$ cat src/rtl/fifo_write_arbiter_pkg.sv
// Shared constants and state encoding for the FIFO write-side arbiter.
// The optional requester-0 priority mode is selected by FIFO_ARB_PRIO_EN in fifo_write_arbiter.sv.
package fifo_write_arbiter_pkg;

    localparam int DEFAULT_NUM_REQ    = 4;
    localparam int DEFAULT_DATA_WIDTH = 8;
    localparam int DEFAULT_MAX_BURST  = 4;

    typedef enum logic {
        ARB_IDLE  = 1'b0,
        ARB_BURST = 1'b1
    } arb_state_t;

endpackage

$ cat src/rtl/fifo_write_arbiter_rr_picker.sv
// Combinational round-robin picker: first valid index after last_id, wrapping modulo NUM_REQ.
// Kept generic so a read-side scheduler can reuse it.
module rr_picker #(
    parameter int NUM_REQ = 4
) (
    input  logic [NUM_REQ-1:0]         valid,
    input  logic [$clog2(NUM_REQ)-1:0] last_id,
    output logic                       found,
    output logic [$clog2(NUM_REQ)-1:0] next_id
);

    localparam int IW = $clog2(NUM_REQ);

    // Scan from farthest to nearest offset so the nearest valid index is the last one written.
    always_comb begin
        int idx;
        found   = 1'b0;
        next_id = '0;
        idx     = 0;
        for (int i = NUM_REQ; i >= 1; i--) begin
            idx = int'(last_id) + i;
            if (idx >= NUM_REQ) begin
                idx = idx - NUM_REQ;
            end
            if (valid[IW'(idx)]) begin
                found   = 1'b1;
                next_id = IW'(idx);
            end
        end
    end

endmodule

$ cat src/rtl/fifo_write_arbiter.sv
// Round-robin, burst-bounded arbiter sharing one FIFO write port between NUM_REQ producers.
// Define FIFO_ARB_PRIO_EN to give requester 0 absolute priority with unbounded bursts.
module fifo_write_arbiter
    import fifo_write_arbiter_pkg::*;
#(
    parameter int NUM_REQ    = DEFAULT_NUM_REQ,
    parameter int DATA_WIDTH = DEFAULT_DATA_WIDTH,
    parameter int MAX_BURST  = DEFAULT_MAX_BURST
) (
    input  logic                          FCLK,
    input  logic                          FRST,
    input  logic [NUM_REQ-1:0]            REQ_VALID,
    input  logic [NUM_REQ*DATA_WIDTH-1:0] REQ_DATA,
    output logic [NUM_REQ-1:0]            REQ_READY,
    input  logic                          FIFO_FULL,
    output logic                          FIFO_WR_EN,
    output logic [DATA_WIDTH-1:0]         FIFO_DATA_IN,
    output logic [$clog2(NUM_REQ)-1:0]    GRANT_ID,
    output logic                          BUSY,
    output logic                          state_dbg
);

    localparam int IW = $clog2(NUM_REQ);
    localparam int BW = $clog2(MAX_BURST + 1);

`ifdef FIFO_ARB_PRIO_EN
    localparam bit PRIO_EN = 1'b1;
`else
    localparam bit PRIO_EN = 1'b0;
`endif

    arb_state_t      state, state_nxt;
    logic [IW-1:0]   last_id, last_nxt;
    logic [IW-1:0]   grant_nxt;
    logic [BW-1:0]   beat_cnt, beat_nxt;
    logic            rr_found;
    logic [IW-1:0]   rr_id;
    logic [IW-1:0]   pick_id;
    logic            owner_valid;
    logic            owner_prio;

    rr_picker #(.NUM_REQ(NUM_REQ)) u_picker (
        .valid   (REQ_VALID),
        .last_id (last_id),
        .found   (rr_found),
        .next_id (rr_id)
    );

    // Requester 0 in priority mode: wins IDLE outright, never hits the burst cap, never moves last_id.
    always_comb begin
        pick_id = rr_id;
        if (PRIO_EN && REQ_VALID[0]) begin
            pick_id = '0;
        end
    end

    assign owner_prio  = PRIO_EN && (GRANT_ID == '0);
    assign owner_valid = REQ_VALID[GRANT_ID];
    assign BUSY        = (state == ARB_BURST);
    assign state_dbg   = state;

    always_comb begin
        state_nxt    = state;
        grant_nxt    = GRANT_ID;
        beat_nxt     = beat_cnt;
        last_nxt     = last_id;
        REQ_READY    = '0;
        FIFO_WR_EN   = 1'b0;
        FIFO_DATA_IN = '0;
        case (state)
            ARB_IDLE: begin
                if (rr_found) begin
                    grant_nxt = pick_id;
                    beat_nxt  = '0;
                    state_nxt = ARB_BURST;
                end
            end
            ARB_BURST: begin
                // Zero-latency write: the handshake cycle is the FIFO write cycle, so FULL is always current.
                REQ_READY[GRANT_ID] = !FIFO_FULL;
                FIFO_WR_EN          = owner_valid && !FIFO_FULL;
                FIFO_DATA_IN        = REQ_DATA[GRANT_ID*DATA_WIDTH +: DATA_WIDTH];
                if (!owner_valid) begin
                    state_nxt = ARB_IDLE;
                    if (!owner_prio) begin
                        last_nxt = GRANT_ID;
                    end
                end else if (!FIFO_FULL && !owner_prio) begin
                    beat_nxt = beat_cnt + 1'b1;
                    if (beat_cnt == BW'(MAX_BURST - 1)) begin
                        state_nxt = ARB_IDLE;
                        last_nxt  = GRANT_ID;
                    end
                end
            end
            default: state_nxt = ARB_IDLE;
        endcase
    end

    always_ff @(posedge FCLK) begin
        if (FRST) begin
            state    <= ARB_IDLE;
            GRANT_ID <= '0;
            beat_cnt <= '0;
            last_id  <= IW'(NUM_REQ - 1);
        end else begin
            state    <= state_nxt;
            GRANT_ID <= grant_nxt;
            beat_cnt <= beat_nxt;
            last_id  <= last_nxt;
        end
    end

endmodule

$ cat config.mk
export PLATFORM = sky130hd
export DESIGN_NAME = fifo_write_arbiter
export DESIGN_NICKNAME = d
export VERILOG_FILES = /design/src/rtl/fifo_write_arbiter_pkg.sv /design/src/rtl/fifo_write_arbiter_rr_picker.sv /design/src/rtl/fifo_write_arbiter.sv
export SDC_FILE = /design/constraint.sdc
export NUM_CORES = 1
export LEC_CHECK = 0
export CORE_ASPECT_RATIO = 0.75
export CORE_MARGIN = 2
export CORE_UTILIZATION = 30
export DETAILED_ROUTE_END_ITERATION = 12
export GPL_TIMING_DRIVEN = 0
export PLACE_DENSITY = 0.83
export SLEW_MARGIN = 20
export SYNTH_ARGS = -nofsm -noshare
export SYNTH_HDL_FRONTEND = slang
export SYNTH_SLANG_ARGS = --single-unit
$ cat constraint.sdc
create_clock -name FCLK -period 4.41 [get_ports FCLK]
set_input_delay 1.323 -clock FCLK [delete_from_list [all_inputs] [get_ports FCLK]]
set_output_delay 1.323 -clock FCLK [all_outputs]
set_load 0.01 [all_outputs]
After elaboration in Yosys (flattened, before gate mapping)
Index checks and enable logic that the tools add are counted.
{"block": "word_totals", "register_bits": 8, "in_bits": 39, "wordCells": 81, "out_inout_bits": 17}
{"block": "op_classes", "n_bitwise": 2, "magnitude_cmp": 10, "eq_ne": 6, "add_sub_neg": 9, "shift": 1, "reduce_logical": 6, "mux": 43}
{"operator": "32-bit by 6-bit variable part select with 8-bit output", "n": 1}
{"operator": "2-bit two-way mux", "n": 11}
{"operator": "1-bit two-way mux", "n": 19}
{"operator": "2-bit by 4-bit less-than comparator with 1-bit output (second input constant)", "n": 4}
{"operator": "1-bit binary-select mux with 2-bit select", "n": 5}
{"operator": "3-bit greater-or-equal comparator (second input constant)", "n": 3}
{"operator": "3-bit two-way mux", "n": 3}
{"operator": "8-bit two-way mux", "n": 1}
{"operator": "2-bit by 1-bit subtractor with 2-bit output (second input constant)", "n": 4}
{"operator": "2-bit by 2-bit adder with 3-bit output (second input constant)", "n": 2}
{"operator": "2-bit != test (second input constant)", "n": 3}
{"operator": "3-bit case mux with 2 select lines", "n": 1}
{"operator": "3-bit AND reduction", "n": 2}
{"operator": "2-bit by 3-bit adder with 4-bit output (second input constant)", "n": 1}
{"operator": "4-bit AND", "n": 1}
{"operator": "4-bit by 3-bit greater-or-equal comparator with 1-bit output (second input constant)", "n": 1}
{"operator": "4-bit two-way mux", "n": 1}
{"operator": "2-bit by 1-bit != test with 1-bit output (second input constant)", "n": 2}
{"operator": "2-bit by 1-bit adder with 3-bit output (second input constant)", "n": 1}
{"operator": "3-bit by 1-bit adder with 3-bit output (second input constant)", "n": 1}
{"operator": "3-bit by 2-bit == test with 1-bit output (second input constant)", "n": 1}
{"operator": "2-bit by 3-bit less-than comparator with 1-bit output (second input constant)", "n": 1}
{"operator": "1-bit demux with 2-bit select", "n": 1}
{"operator": "2-bit by 1-bit greater-or-equal comparator with 1-bit output (second input constant)", "n": 1}
{"operator": "other kinds (5)", "n": 6}

Depth between registers and ports, before layout
Gate-level depths: netlist of run 1.
{"block": "depth", "word_depth": 12, "mapped_depth": 6, "mapped_depth_nobuf": 6}

Hierarchy
A second synthesis of run 1 with hierarchy kept.
{"block": "unflattened", "cells_unflattened": 84, "hier_area_um2": 820.8}
{"module": "fifo_write_arbiter", "area_per_inst_um2": 729.4, "n_inst": 1, "cells_each": 70, "seq_area_each_um2": 160.2}
{"module": "rr_picker", "area_per_inst_um2": 91.3, "n_inst": 1, "cells_each": 14, "seq_area_each_um2": 0.0}

Worst setup path after synthesis of run 1
Ideal clock, no wire load.
{"block": "synth_timing", "path_kind": "in2out", "from": "input REQ_VALID[3]", "to": "output FIFO_WR_EN", "path_buffers": 0, "setup_slack_ns": 1.059, "stages": 3, "t_required_ns": 3.087, "arrival_ns": 2.028, "path_cell_list": "mux4_2 > nand2_2 > inv_1"}
{"block": "synth_between", "elab_chain_len": 4}
{"item": "from (decl)", "line_no": "fifo_write_arbiter.sv:12", "source": "input logic [NUM_REQ-1:0] REQ_VALID,"}
{"item": "1-bit binary-select mux with 2-bit select", "line_no": "fifo_write_arbiter.sv:58", "source": "assign owner_valid = REQ_VALID[GRANT_ID];"}
{"item": "1-bit two-way mux (not written as such)", "line_no": "fifo_write_arbiter.sv:58"}
{"item": "1-bit logical AND", "line_no": "fifo_write_arbiter.sv:81", "source": "FIFO_WR_EN = owner_valid && !FIFO_FULL;"}
{"item": "1-bit two-way mux", "line_no": "fifo_write_arbiter.sv:70", "source": "case (state)"}
{"item": "to (decl)", "line_no": "fifo_write_arbiter.sv:16", "source": "output logic FIFO_WR_EN,"}
Every way passes these cells. The select of a mux whose other input is x is not followed.

Worst setup path after layout of run 1
{"block": "layout_timing", "from": "input REQ_VALID[2]", "to": "output FIFO_WR_EN"}
Same word-level chain as after synthesis.

==> results.json, run 1 <==
{
  "finalCriticalPeriod_ns": 4.354,
  "status": "finished clean",
  "hold_violations": 0,
  "p_clk_frac": 0.208,
  "power.density_nw_per_um2": 207.2,
  "path_buf_inv": 3,
  "intPower_mw": 0.1968,
  "p_switching_mw": 0.07873,
  "io_buffer_count": 55,
  "crit_top_cell": "clkdlybuf4s50_1",
  "period_share": 0.9873,
  "cts_root_buf": "clkbuf_4",
  "ctsResizeCount": 0,
  "share_comb_of_total_power": 0.483,
  "fmax_ghz": 0.2297,
  "crit_family": "buffers and inverters",
  "place.gp.congestion": 0.8309,
  "end_kind": "output pin",
  "worstPathRequired_ns": 3.09,
  "slew_viol_final": 0,
  "drt_iter0_markers": 21,
  "drc": 0,
  "ios": 56,
  "max_slew_margin": 0.7805,
  "die_w_microns": 60.35,
  "worst_clock_skew_ns": 0.002275,
  "grt.overflow.total": 0,
  "grt_max_degree": 11,
  "post-cts-setup-buffer-count": 0,
  "wl_met3_microns": 279,
  "arrival_ns": 3.03,
  "worstPathCellList": "clkdlybuf4s50_1 -> mux4_2 -> nand2_2 -> inv_1 -> clkdlybuf4s50_1",
  "cts_tree": "done",
  "highest_layer": "met4",
  "synth-seq-cells": 8,
  "drt-met1-wl_microns": 967,
  "die-area_sq_um": 2792,
  "rsz0062_at_grt": "no",
  "synth_top_area_share": 0.2837,
  "drt-pass1-iter-count": 4,
  "synth_area_sq_um": 714.4,
  "core_area_sq_um": 2271,
  "finalSetupTns_ns": 0,
  "met2_wirelength_microns": 978,
  "wirelength_mm": 2.254,
  "track_usage": 0.1656,
  "yosys_warnings": 0,
  "cpPeakStageDelay_ns": 0.55,
  "switching_share": 0.2857,
  "p_leak_nw": 0.4957,
  "utilization": 0.5857,
  "syn_area_per_cell_sq_um": 9.526,
  "path_clk_slew_ns": 0.05,
  "grt_pass1_vias": 748,
  "rows": 15,
  "seq_power_share": 0.308,
  "worstSetupPathType": "input port to output pin",
  "post_drt_via_cell_ratio": 4.898,
  "wire_per_inst_microns": 13.50,
  "drv_cap": 0,
  "netlist.top_cell.by_area": "mux4_2",
  "vias": 818,
  "syn2layout_area_growth_pct": 86.17,
  "htreeDepth": 1,
  "setup_viol": 0,
  "start_util": 0.3146,
  "die_h_microns": 46.26,
  "crit_path_top_delay_cell": "mux4_2",
  "syn_inst": 75,
  "synthesis.nets": 116,
  "insertion_delay_ns": 0.26,
  "yosysUniqueCellTypes": 25,
  "hold_class": "register to register",
  "grt_pass1_wl_mm": 3.367,
  "antenna_found_initial": 0,
  "cts_buffer_depth": 2,
  "cts_inserted_buffers": 3,
  "antenna_left": 0,
  "hpwl_mm": 1.871,
  "critPathMaxFanout": 7,
  "final_nets": 176,
  "tightest_slew_ns": 0.3292,
  "cts.sinks": 8,
  "synth.area.top_cells": "mux4_2, dfxtp_1, and2_1, inv_1, nand4b_1",
  "peakVddDrop_mv": 0.07178,
  "drive_above_1_share": 0.1429,
  "cp-start-kind": "input port",
  "seq_area_frac_synth": 0.2242,
  "diodes": 0,
  "hold_buffers": 0
}
-- final timing paths --
kind                      from           to  slack (ns)  depth (start not counted)
hold / removal     beat_cnt[0]  beat_cnt[0]        0.49                          1
setup / recovery  REQ_VALID[2]   FIFO_WR_EN        0.06                          5
hold reg to reg    beat_cnt[0]  beat_cnt[0]        0.49                          1
setup reg to reg   GRANT_ID[0]   last_id[0]        2.91                          4
-- power groups by stage --
stage / sequential [mW] / combinational [mW] / clock [mW]
after CTS: 0.0853 / 0.134 / 0.0610
after floorplan: 0.0865 / 0.0636 / 0
after global routing: 0.0865 / 0.143 / 0.0651
after global placement: 0.0869 / 0.131 / 0
final: 0.0850 / 0.133 / 0.0574
after detailed placement: 0.0869 / 0.134 / 0
-- per-stage QoR --
step | hold WS, ns | std cells | instance area [sq um] | total power [mW] | worst slack (ns)
2_1_floorplan | 0.4488 | 75 | 714.4 | 0.1501 | 1.059
3_3_place_gp | 0.4626 | 164 | 1308 | 0.2177 | 0.08612
3_5_place_dp | 0.4745 | 164 | 1308 | 0.2207 | 0.05970
4_1_cts | 0.4902 | 167 | 1330 | 0.2805 | 0.05674
5_1_grt | 0.5141 | 167 | 1330 | 0.2946 | 0.004812
6_report | 0.4881 | 167 | 1330 | 0.2755 | 0.05619
-- cells in the final DEF (no fill, tap or decap) --
| cell type | Yosys | final |
|---|---|---|
| clkbuf_1 | 1 | 1 |
| a21oi_1 | 5 | 5 |
| a211o_1 | 1 | 1 |
| buf_4 | 2 | 2 |
| nor2_1 | 5 | 5 |
| clkbuf_4 | 0 | 3 |
| dfxtp_1 | 8 | 8 |
| nand4b_1 | 3 | 3 |
| ha_1 | 2 | 2 |
| a21boi_2 | 1 | 1 |
| a31o_2 | 1 | 1 |
| nand2_1 | 2 | 2 |
| clkdlybuf4s50_1 | 0 | 55 |
| nand3_1 | 1 | 1 |
| buf_2 | 2 | 2 |
| inv_1 | 7 | 7 |
| a221oi_1 | 1 | 1 |
| nand2b_1 | 3 | 3 |
| and2_1 | 8 | 8 |
| nor3b_1 | 2 | 2 |
| o22ai_1 | 1 | 1 |
| o21ai_0 | 5 | 5 |
| mux4_2 | 9 | 9 |
| nor2b_1 | 1 | 1 |
| o31ai_1 | 2 | 2 |
| nand2_2 | 1 | 1 |
| o221ai_1 | 1 | 1 |
-- per-layer routing --
layer / vias up / GRT usage
met4: 0 / 0.06667
met1: 373 / 0.1986
met3: 3 / 0.05618
li1: 398 / -
met2: 44 / 0.2739
met5: - / 0
-- synthesized netlist by cell type, drive strengths merged --
cell,instances
a31o,1
nor3b,2
nand2,3
nor2b,1
o31ai,2
o22ai,1
a211o,1
nand4b,3
clkbuf,1
dfxtp,8
and2,8
mux4,9
buf,4
o21ai,5
nand2b,3
ha,2
inv,7
a21boi,1
a221oi,1
a21oi,5
nor2,5
nand3,1
o221ai,1
-- cell type report --
cell class	instances	area [sq um]
Tap cell	34	42.54
Sequential cell	8	160.2
Inverter	7	26.28
Fill cell	187	940.9
Multi-Input combinational cell	55	499.2
Buffer	5	28.78
Timing Repair Buffer	55	550.5
Clock buffer	3	22.52
-- kinds of logic after synthesis --
| logic type | count (synthesis) | synth area share |
|---|---|---|
| DFF | 8 | 0.2242 |
| adders and majority gates | 2 | 0.03502 |
| and+or+nand+nor | 26 | 0.2154 |
| muxes | 9 | 0.2837 |
| buffers and inverters | 12 | 0.07705 |
| AOI/OAI and AO/OA | 18 | 0.1646 |
-- registers in the layout, indices dropped and copies added, names as in the netlist --
name and count:
BUSY 1, beat_cnt 3, GRANT_ID 2, last_id 2
(Power assumes the default switching activity.)
==> inputs of run 2 (changes only) <==
Settings changed: CTS_BUF_LIST from default to sky130_fd_sc_hd__clkbuf_2.
==> run 2 against run 1 <==
Clock-buffer cell count stayed put. Non-clock buffer count stayed put. Maximum frequency stayed put. Clock skew is 0.0011 ns higher. Die area stayed put. Power is 4.6% lower. Global-route usage stayed put. Setup slack stayed put. Utilization is 0.33 points lower. Register-to-register slack hardly changed. First-iteration DRC count stayed put.
==> results.json, run 2 (same netlist as run 1, synthesis figures left out) <==
{
  "end_kind": "output pin",
  "critPathMaxFanout": 7,
  "track_usage": 0.1656,
  "crit_path_top_delay_cell": "mux4_2",
  "diodes": 0,
  "period_share": 0.9873,
  "grt.overflow.total": 0,
  "vias": 818,
  "post-cts-setup-buffer-count": 0,
  "post_drt_via_cell_ratio": 4.898,
  "cp-start-kind": "input port",
  "p_leak_nw": 0.4943,
  "regMostFlops": "beat_cnt",
  "drv_cap": 0,
  "ios": 56,
  "grt_pass1_wl_mm": 3.367,
  "setup_viol": 0,
  "ctsResizeCount": 0,
  "tightest_slew_ns": 0.3292,
  "wirelength_mm": 2.254,
  "cts_root_buf": "clkbuf_2",
  "drt_iter0_markers": 21,
  "rows": 15,
  "startpoint": "REQ_VALID[2]",
  "cts_buffer_depth": 2,
  "grt_max_degree": 11,
  "power.density_nw_per_um2": 198.7,
  "r2r_start": "GRANT_ID[0]",
  "wire_per_inst_microns": 13.50,
  "antenna_left": 0,
  "syn2layout_area_growth_pct": 85.11,
  "hpwl_mm": 1.871,
  "hold_violations": 0,
  "drt-pass1-iter-count": 4,
  "pre_cts_slack_ns": 0.05970,
  "arrival_ns": 3.03,
  "drive_above_1_share": 0.1429,
  "grt_pass1_vias": 748,
  "min-delay-start": "beat_cnt[0]",
  "hold_class": "register to register",
  "finalCriticalPeriod_ns": 4.354,
  "core_area_sq_um": 2271,
  "final_nets": 176,
  "cts_tree": "done",
  "crit_top_cell": "clkdlybuf4s50_1",
  "cts_inserted_buffers": 3,
  "die_w_microns": 60.35,
  "path_clk_slew_ns": 0.08,
  "io_buffer_count": 55,
  "fill_cells": 188,
  "finalSetupTns_ns": 0,
  "worst_slack_ns": 0.05619,
  "max_slew_margin": 0.7805,
  "die-area_sq_um": 2792,
  "fmax_ghz": 0.2297,
  "drc": 0,
  "slew_viol_final": 0,
  "start_util": 0.3146,
  "worstSetupPathType": "input port to output pin",
  "die_h_microns": 46.26,
  "hold_buffers": 0,
  "peakVddDrop_mv": 0.06815,
  "final_common_cell": "clkdlybuf4s50_1",
  "htreeDepth": 1,
  "top_regs": "beat_cnt x3, GRANT_ID x2, last_id x2",
  "largest_reg_flops": 3,
  "status": "finished clean",
  "place.gp.congestion": 0.8309,
  "layout_common_cells": "clkdlybuf4s50_1, mux4_2, dfxtp_1, and2_1, inv_1",
  "antenna_found_initial": 0,
  "rsz0062_at_grt": "no",
  "worstPathRequired_ns": 3.09,
  "cpPeakStageDelay_ns": 0.55,
  "insertion_delay_ns": 0.24,
  "cts.sinks": 8,
  "worst_clock_skew_ns": 0.003368,
  "worstPathCellList": "clkdlybuf4s50_1 -> mux4_2 -> nand2_2 -> inv_1 -> clkdlybuf4s50_1"
}
-- run 2: cell counts in the layout (fill, tap and decap cells not counted) --
No cell type changed its count.
-- run 2: final timing paths --
path	endpoint	slack (ns)	cells after the start
max	FIFO_WR_EN	0.06	5
min	beat_cnt[0]	0.49	1
min reg2reg	beat_cnt[0]	0.49	1
max reg2reg	last_id[0]	2.90	4
-- run 2: report_power, final --
part	internal [mW]	switching [mW]	total (mW)
sequential	0.0776	0.00719	0.0848
combinational	0.0878	0.0454	0.133
clock	0.0185	0.0262	0.0448
-- run 2: per-stage QoR --
step           power [mW]  cells  instance area (sq um)  hold slack [ns]    util
6_report           0.2628    167                   1323           0.4916  0.5824
5_1_grt            0.2814    167                   1323           0.5192  0.5824
4_1_cts            0.2671    167                   1323           0.4942  0.5824
3_5_place_dp       0.2207    164                   1308           0.4745  0.5758
3_3_place_gp       0.2177    164                   1308           0.4626  0.5758
2_1_floorplan      0.1501     75                  714.4           0.4488       -
-- run 2: cell type report --
class | instances | area (sq um) | area share
timing repair buffer | 55 | 550.5 | 0.4163
multi-input combinational | 55 | 499.2 | 0.3775
sequential | 8 | 160.2 | 0.1211
tap | 34 | 42.54 | 0.03217
buffer | 5 | 28.78 | 0.02176
inverter | 7 | 26.28 | 0.01987
clock buffer | 3 | 15.01 | 0.01135
-- run 2: critical path: cells and delay by family --
family | cells | cell delay [ns]
simple gates | 1 | 0.16
buf+inv | 3 | 1.00
mux | 1 | 0.55
-- run 2: per-layer routing --
metal,share of wire,up-vias,track usage
met4,0.013,0,0.06667
met2,0.43,44,0.2739
met1,0.43,373,0.1986
met5,0,-,0
li1,-,398,-
met3,0.12,3,0.05618
==> inputs of run 3 (changes only) <==
Settings changed: ABC_CLOCK_PERIOD_IN_PS from default to 4410, CORE_UTILIZATION 30 to 36, PLACE_DENSITY 0.83 to 0.95.
==> run 3 against run 2 <==
Combinational power barely moved. Die area fell by 15%. Clock-buffer cell count did not move. Clock skew rose by 0.016 ns. Clock power barely moved. Non-clock buffer count did not move. Via count rose by 0.37%. Register-to-register slack got worse by 0.09 ns. Cell count fell by 7.2%. Power rose by 1.0%. Setup slack improved by 0.011 ns. Hold slack got worse by 0.0026 ns. Largest cell class unchanged. Largest power group unchanged. Highest routed layer is now met3.
==> results.json, run 3 (same netlist as run 1, synthesis figures left out) <==
{
  "finalCriticalPeriod_ns": 4.343,
  "grt_max_degree": 11,
  "worstPathRequired_ns": 3.09,
  "ctsResizeCount": 0,
  "max_slew_margin": 0.7611,
  "worst_clock_skew_ns": 0.01896,
  "die-area_sq_um": 2361,
  "hold_slack_ns": 0.4890,
  "r2r_cells": 4,
  "setup_viol": 0,
  "wirelength_mm": 2.318,
  "power.density_nw_per_um2": 203.0,
  "layout_common_cells": "clkdlybuf4s50_1, mux4_2, dfxtp_1, and2_1, inv_1",
  "htreeDepth": 1,
  "core_area_sq_um": 1805,
  "vias": 821,
  "grt.overflow.total": 0,
  "fmax_ghz": 0.2302,
  "min-delay-start": "beat_cnt[0]",
  "arrival_ns": 3.02,
  "grt_pass1_vias": 865,
  "status": "finished clean",
  "rows": 13,
  "hpwl_mm": 1.932,
  "startpoint": "REQ_VALID[3]",
  "final_nets": 176,
  "drt_iter0_markers": 14,
  "design_area_sq_um": 1308,
  "io_buffer_count": 55,
  "ios": 56,
  "die_w_microns": 55.44,
  "start_util": 0.3957,
  "r2r_slack_ns": 2.81,
  "wire_per_inst_microns": 14.95,
  "final_common_cell": "clkdlybuf4s50_1",
  "cp-start-kind": "input port",
  "grt_pass1_wl_mm": 3.691,
  "cpPeakStageDelay_ns": 0.55,
  "cts_tree": "done",
  "worstPathCellList": "clkdlybuf4s50_1 -> mux4_2 -> nand2_2 -> inv_1 -> clkdlybuf4s50_1",
  "rr_endpoint": "last_id[0]",
  "hold_violations": 0,
  "crit_path_top_delay_cell": "mux4_2",
  "hold_buffers": 0,
  "hold_end": "beat_cnt[0]",
  "rsz0062_at_grt": "no",
  "cts_root_buf": "clkbuf_2",
  "regMostFlops": "beat_cnt",
  "insertion_delay_ns": 0.25,
  "syn2layout_area_growth_pct": 83.01,
  "antenna_found_initial": 0,
  "r2r_start": "GRANT_ID[0]",
  "end_kind": "output pin",
  "top_regs": "beat_cnt x3, GRANT_ID x2, last_id x2",
  "dpl_cell_area_sq_um": 1292,
  "drive_above_1_share": 0.1429,
  "drv_cap": 0,
  "post-cts-setup-buffer-count": 0,
  "tightest_slew_ns": 0.3584,
  "path_clk_slew_ns": 0.07,
  "cts_buffer_depth": 2,
  "cts_inserted_buffers": 3,
  "die_h_microns": 42.58,
  "slew_viol_final": 0,
  "fill_cells": 131,
  "finalSetupTns_ns": 0,
  "cts.sinks": 8,
  "p_leak_nw": 0.4943,
  "hold_class": "register to register",
  "critPathMaxFanout": 7,
  "crit_top_cell": "clkdlybuf4s50_1",
  "place.gp.congestion": 0.7905,
  "post_drt_via_cell_ratio": 5.297,
  "drt-pass1-iter-count": 4,
  "worstSetupPathType": "input port to output pin",
  "hold_depth": 1,
  "diodes": 0,
  "track_usage": 0.2012,
  "drc": 0,
  "peakVddDrop_mv": 0.1533,
  "period_share": 0.9849,
  "largest_reg_flops": 3,
  "antenna_left": 0
}
## run 3: final cells by class
type | instances | area [sq um] | area share
timing repair buffer | 55 | 550.5 | 0.4211
multi-input combinational | 55 | 499.2 | 0.3818
sequential | 8 | 160.2 | 0.1225
buffer | 5 | 28.78 | 0.02201
tap | 22 | 27.53 | 0.02105
inverter | 7 | 26.28 | 0.02010
clock buffer | 3 | 15.01 | 0.01148
## run 3: routing by layer
metal	GRT usage	vias up	share of wire
met5	0	-	0
met4	0.03902	0	0
met3	0.06790	0	0.090
met2	0.4119	39	0.54
met1	0.1943	386	0.37
li1	-	396	-
## run 3: worst max path at each step
stage	end	slack (ns)	cells after the start
finish	FIFO_WR_EN	0.07	5
global route	FIFO_WR_EN	0.01	5
CTS	FIFO_WR_EN	0.07	5
detailed placement	FIFO_WR_EN	0.08	5
global placement	FIFO_WR_EN	0.10	5
floorplan	FIFO_WR_EN	1.06	3
## run 3: report_power, final
| part | internal, mW | switching (mW) |
|---|---|---|
| combinational | 0.0878 | 0.0470 |
| sequential | 0.0777 | 0.00813 |
| clock | 0.0185 | 0.0264 |
## run 3: stage by stage
step	std cells	util	setup slack, ns	power [mW]
2_1_floorplan	75	-	1.059	0.1501
3_3_place_gp	152	0.7159	0.1012	0.2171
3_5_place_dp	152	0.7159	0.07722	0.2231
4_1_cts	155	0.7242	0.06822	0.2671
5_1_grt	155	0.7242	0.009892	0.2798
6_report	155	0.7242	0.06677	0.2654
## run 3: worst max-delay path: cells and delay by family
kind	cells	cell delay, ns
buf+inv	3	0.98
simple gates	1	0.16
mux	1	0.55
